File: config.mk
export PLATFORM = sky130hd
export DESIGN_NAME = lsu
export DESIGN_NICKNAME = d
export VERILOG_FILES = /design/src/rtl/lsu_pkg.sv /design/src/rtl/lsu_align.sv /design/src/rtl/lsu.sv
export SDC_FILE = /design/constraint.sdc
export NUM_CORES = 1
export LEC_CHECK = 0
export BUFFER_PORTS_ARGS = -buffer_cell sky130_fd_sc_hd__buf_2
export CORE_MARGIN = 2
export CORE_UTILIZATION = 48
export CTS_CLUSTER_SIZE = 20
export DETAILED_ROUTE_END_ITERATION = 10
export MAX_ROUTING_LAYER = met4
export PLACE_DENSITY = 0.82
export SETUP_SLACK_MARGIN = 0.05
export SLEW_MARGIN = 20
export SYNTH_ARGS = -nofsm -noshare
export SYNTH_HDL_FRONTEND = slang
export SYNTH_SLANG_ARGS = --single-unit
File: constraint.sdc
create_clock -name clk -period 2.17 [get_ports clk]
set_input_delay 0 -clock clk [delete_from_list [all_inputs] [get_ports clk]]
set_output_delay 0 -clock clk [all_outputs]
set_load 0.01 [all_outputs]
File: src/rtl/lsu_pkg.sv
// lsu_pkg: size encodings, FSM states and alignment check shared by the load/store unit
package lsu_pkg;

    localparam logic [1:0] SZ_B   = 2'd0;
    localparam logic [1:0] SZ_H   = 2'd1;
    localparam logic [1:0] SZ_W   = 2'd2;
    localparam logic [1:0] SZ_BAD = 2'd3;

    typedef enum logic [1:0] {
        IDLE,
        REQ,
        WAIT,
        RESP
    } state_e;

    // An access is rejected when its size is illegal or it is not naturally aligned
    function automatic logic misaligned(input logic [1:0] size, input logic [1:0] lane);
        return (size == SZ_BAD) || (size == SZ_H && lane[0]) || (size == SZ_W && lane != 2'd0);
    endfunction

endpackage

File: src/rtl/lsu_align.sv
// lsu_align: lane steering for store data/byte enables and load extraction/extension
module lsu_align
    import lsu_pkg::*;
(
    input  logic [1:0]  size_i,
    input  logic [1:0]  lane_i,
    input  logic        uns_i,
    input  logic [31:0] wdata_i,
    input  logic [31:0] raw_i,
    output logic [31:0] wdata_o,
    output logic [3:0]  wmask_o,
    output logic [31:0] rdata_o
);

    logic [31:0] shifted;

    // Store path: replicate narrow data across the word, enable only the addressed bytes
    always_comb begin
        wdata_o = size_i == SZ_B ? {4{wdata_i[7:0]}} : size_i == SZ_H ? {2{wdata_i[15:0]}} : wdata_i;
        wmask_o = size_i == SZ_B ? 4'b0001 << lane_i : size_i == SZ_H ? (lane_i[1] ? 4'b1100 : 4'b0011) : 4'b1111;
    end

    // Load path: move the addressed byte/half down to bit 0, then sign- or zero-extend
    always_comb begin
        shifted = raw_i >> {lane_i, 3'b000};
        rdata_o = size_i == SZ_B ? {{24{~uns_i & shifted[7]}}, shifted[7:0]}
                : size_i == SZ_H ? {{16{~uns_i & shifted[15]}}, shifted[15:0]}
                : raw_i;
    end

endmodule

File: src/rtl/lsu.sv
// lsu: single-outstanding load/store unit between core control and a 32-bit data memory port
module lsu
    import lsu_pkg::*;
#(
    parameter int ADDR_W = 32,
    parameter int DATA_W = 32
) (
    input  logic              clk,
    input  logic              rst,
    input  logic              req_valid,
    output logic              req_ready,
    input  logic              req_wen,
    input  logic [1:0]        req_size,
    input  logic              req_unsigned,
    input  logic [ADDR_W-1:0] req_addr,
    input  logic [DATA_W-1:0] req_wdata,
    output logic              resp_valid,
    output logic [DATA_W-1:0] rdata,
    output logic              err,
    output logic              mem_req_valid,
    input  logic              mem_req_ready,
    output logic [ADDR_W-1:0] mem_addr,
    output logic              mem_wen,
    output logic [DATA_W-1:0] mem_wdata,
    output logic [3:0]        mem_wmask,
    input  logic              mem_resp_valid,
    input  logic [DATA_W-1:0] mem_rdata
);

    if (DATA_W != 32) begin : g_data_w_check
        $error("lsu: DATA_W must be 32");
    end

    state_e            state_q, state_d;
    logic              wen_q, uns_q, err_q;
    logic [1:0]        size_q;
    logic [ADDR_W-1:0] addr_q;
    logic [DATA_W-1:0] wdata_q, rdata_q;
    logic [DATA_W-1:0] al_wdata, al_rdata;
    logic [3:0]        al_wmask;
    logic              accept, bad;

    assign accept = req_valid & req_ready;
    assign bad    = misaligned(req_size, req_addr[1:0]);

    lsu_align u_align (
        .size_i  (size_q),
        .lane_i  (addr_q[1:0]),
        .uns_i   (uns_q),
        .wdata_i (wdata_q),
        .raw_i   (mem_rdata),
        .wdata_o (al_wdata),
        .wmask_o (al_wmask),
        .rdata_o (al_rdata)
    );

    // Next-state and handshake decode; errored requests skip memory entirely
    always_comb begin
        state_d       = state_q;
        req_ready     = 1'b0;
        mem_req_valid = 1'b0;
        resp_valid    = 1'b0;
        case (state_q)
            IDLE: begin
                req_ready = 1'b1;
                if (req_valid) state_d = bad ? RESP : REQ;
            end
            REQ: begin
                mem_req_valid = 1'b1;
                if (mem_req_ready) state_d = WAIT;
            end
            WAIT: if (mem_resp_valid) state_d = RESP;
            RESP: begin
                resp_valid = 1'b1;
                state_d    = IDLE;
            end
            default: state_d = IDLE;
        endcase
    end

    // State register; reset abandons any transaction in flight
    always_ff @(posedge clk) begin
        if (rst) state_q <= IDLE;
        else     state_q <= state_d;
    end

    // Request capture at the handshake and result capture on the memory response
    always_ff @(posedge clk) begin
        if (rst) begin
            wen_q   <= 1'b0;
            uns_q   <= 1'b0;
            err_q   <= 1'b0;
            size_q  <= SZ_B;
            addr_q  <= '0;
            wdata_q <= '0;
            rdata_q <= '0;
        end else begin
            if (accept) begin
                wen_q   <= req_wen;
                uns_q   <= req_unsigned;
                err_q   <= bad;
                size_q  <= req_size;
                addr_q  <= req_addr;
                wdata_q <= req_wdata;
                if (bad) rdata_q <= '0;
            end
            if (state_q == WAIT && mem_resp_valid) rdata_q <= wen_q ? '0 : al_rdata;
        end
    end

    assign mem_addr  = mem_req_valid ? {addr_q[ADDR_W-1:2], 2'b00} : '0;
    assign mem_wen   = mem_req_valid & wen_q;
    assign mem_wdata = mem_wen ? al_wdata : '0;
    assign mem_wmask = mem_wen ? al_wmask : 4'b0000;
    assign rdata     = rdata_q;
    assign err       = resp_valid & err_q;

endmodule

==> impl_metrics.csv <==
group,metric,value,unit
route,route.met2.wl,8454,µm
synth,synth_cell_types,44,
sta,post-route-period-util,90.53,%
grt,grt_pass1_wl,27210,µm
synth,synthTopCellsByArea,"dfxtp_1 (41%), nand2_1 (12%), a21oi_1 (9.1%)",
hold_path,min_path_type,"input port to flop",
clock_tree,clk_path_buf_depth,2,
power,ir_worst_vdd,0.4449,mV
power,switching_share,38.83,%
sta,finalHoldViolations,0,
finish,drive_gt1_share,28.03,%
power,p_per_area,818.6,nW/µm²
finish,ff_latch_area,2063,µm²
sta,timing.final.max_slew_violations,0,
route,dr_wl_met3,1194,µm
power,p_clk_share,21.8,%
place,dp.cells,945,
sta,min_period,1.964,ns
synth,synth_area,4971,µm²
sta,fmax,509.1,MHz
synth,syn_area_per_cell,7.828,µm²
setup_path,cp_slowest_cell,"dfxtp_1",
power,p_comb_share,38.1,%
die,die-width,105.8,µm
power,total_power,6.004,mW
synth,yosysTopAreaCellShare,41.48,%
sta,worstMarginPinSlew,0.6197,ns
grt,grt_pass1_vias,5640,
power,leakage,3.304,nW
setup_path,crit_path_end_kind,"primary output",
synth,synthArstFlopShare,0,%
synth,synthCells,635,
setup_path,critical_path_required,2.17,ns
job,maxCapViolCount,0,
sta,final.setup.worst_slack,0.2056,ns
clock_tree,clock-root-buffer,"clkbuf_8",
synth,yosys.area.top_type,"dfxtp_1",
setup_path,crit_chain,"inv_1 -> ha_1 -> buf_6 -> nand2_1 -> buf_4 -> a21oi_1 -> buf_2",
place,place_ws,0.3793,ns
clock_tree,cts_tree,"built",
die,die_h,105.8,µm
synth,yosys_warnings,0,
route,drc,0,
place,place.gp.congestion,0.8778,
sta,setup_violations,0,
finish,layout.nets,1029,
finish,areaGrowthSynthToFinish,47.55,%
grt,grt_max_degree,43,
die,coreArea,10180,µm²
clock_tree,numCtsBuffers,9,
route,viasPerCell,5.540,
sta,slew-limit-headroom,58.60,%
synth,synthTopCellsByCount,"nand2_1 (153), dfxtp_1 (103), a21oi_1 (90)",
route,drt_iter0_drc,441,
route,drt-met1-wl,6886,µm
route,num_vias,5883,
synth,synth_seq_cells,103,
finish,design_area,7335,µm²
route,wl_per_cell,16.39,µm
clock_tree,clk_pin_slew_worst_paths,0.11,ns
setup_path,worstSetupPathType,"flop to primary output",
route,drt_first_pass_iters,6,
setup_path,critPathLaunchType,"flop",
place,port_buffers,207,
die,start_util,48.81,%
finish,final_cells,1062,
place,placedInstanceArea,6122,µm²
grt,grt_overflow,0,
run_status,status,"completed",
sta,grt_setup_unrepaired,"false",
synth,ys_seq_area_share,41.48,%
finish,post-route-util,72.01,%
setup_path,r2r_slack,0.26,ns
die,die_area,11190,µm²
route,dr.max_layer_used,"met4",
synth,yosysMostFrequentCell,"nand2_1",
clock_tree,htree_levels,3,
die,rows,37,
route,drtAntennaViolNets,0,
finish,multiInputGateArea,2641,µm²
die,ios,210,
sta,fin_hold_ws,0.02988,ns
sta,skew,0.01479,ns
setup_path,crit_arrival,1.96,ns
grt,antenna_found_initial,2,
setup_path,max_stage_delay,0.36,ns
power,p_switching,2.331,mW
synth,ys.flop_type,"dfxtp_1",
clock_tree,clk_latency,0.37,ns
synth,synth_edf_count,0,
clock_tree,cts.sinks,103,
finish,num-fill-cells,819,
power,p_int,3.673,mW
route,drt_wl_total,17410,µm
place,dp_hpwl,10760,µm
sta,tns,0,ns
power,power_frac_seq,40.1,%
grt,grt_use_total,30.99,%
setup_path,crit_fanout,40,
==> repair_timing <==
item / in CTS / in global routing
endpoints found under the setup margin: 0 / 24
setup buffers: 0 / 0
hold buffers: 99 / 0
endpoints found under the hold margin: 99 / 0
resized for setup: 0 / 1
==> state kept, by name, summed over array words and instances (netlist names) <==
register	cells
wen_q	1
addr_q	32
wdata_q	32
rdata	32
uns_q	1
size_q	2
state_q	2
err_q	1
==> final timing paths <==
check | from | end | depth (start not counted)
max reg2reg | state_q[1] | rdata[8] | 7
min reg2reg | addr_q[3] | addr_q[3] | 2
min | mem_rdata[22] | rdata[22] | 3
max | state_q[1] | mem_wdata[13] | 7
==> cell usage in the layout, fill, tap and decap left out, types with 3 or more instances in the layout <==
master and n:
a21oi_1 90, a221oi_1 5, a22o_1 14, a22oi_1 23, a31oi_1 4, and2_1 33, and3_1 8, buf_2 207
buf_4 20, clkbuf_8 9, dfxtp_1 102, dlygate4sd3_1 99, ha_1 5, inv_1 8, inv_8 3, mux2_2 3
mux2i_1 23, nand2_1 152, nand3b_1 4, nor2_1 32, nor2b_1 3, o21ai_0 19, o22ai_1 16, o2bb2ai_1 10
==> worst max-delay path: cells and delay by family (launching register included) <==
kind                     cells  cell delay [ns]
AND/OR/NAND/NOR              1             0.11
AO/OA/AOI/OAI                1             0.16
flip-flops                   1             0.36
adder cells (fa/ha/maj)      1             0.19
buffers and inverters        4             0.74
==> power by group through the flow <==
stage          registers [mW]  clock network (mW)  logic [mW]
2_1_floorplan            2.40                   0        1.44
3_3_place_gp             2.43                   0        2.05
3_5_place_dp             2.44                   0        2.08
4_1_cts                  2.40                1.34        2.23
5_1_grt                  2.44                1.39        2.52
6_report                 2.41                1.31        2.29
==> per-layer routing <==
layer	track usage (%)	up-vias
li1	-	2757
met1	35.71	2741
met2	51.66	317
met3	4.762	68
met4	17.20	0
met5	-	-
==> cell families after synthesis <==
family	count (synthesis)	share of synthesized area (%)
AND/OR/NAND/NOR	240	21.17
AO/OA/AOI/OAI	194	24.77
flip-flops	103	41.48
buffers and inverters	65	5.638
multiplexers	27	5.613
adder cells (fa/ha/maj)	5	1.258
other	1	0.07544
==> cell type report <==
cell class | count | share of cell area, %
Multi-Input combinational cell | 468 | 36.01
Timing Repair Buffer | 328 | 30.11
Clock buffer | 9 | 1.689
Clock inverter | 7 | 1.211
Inverter | 9 | 0.4606
Antenna cell | 2 | 0.06824
Sequential cell | 103 | 28.13
Tap cell | 136 | 2.320
Note: power is estimated with default switching activity, not from simulation.
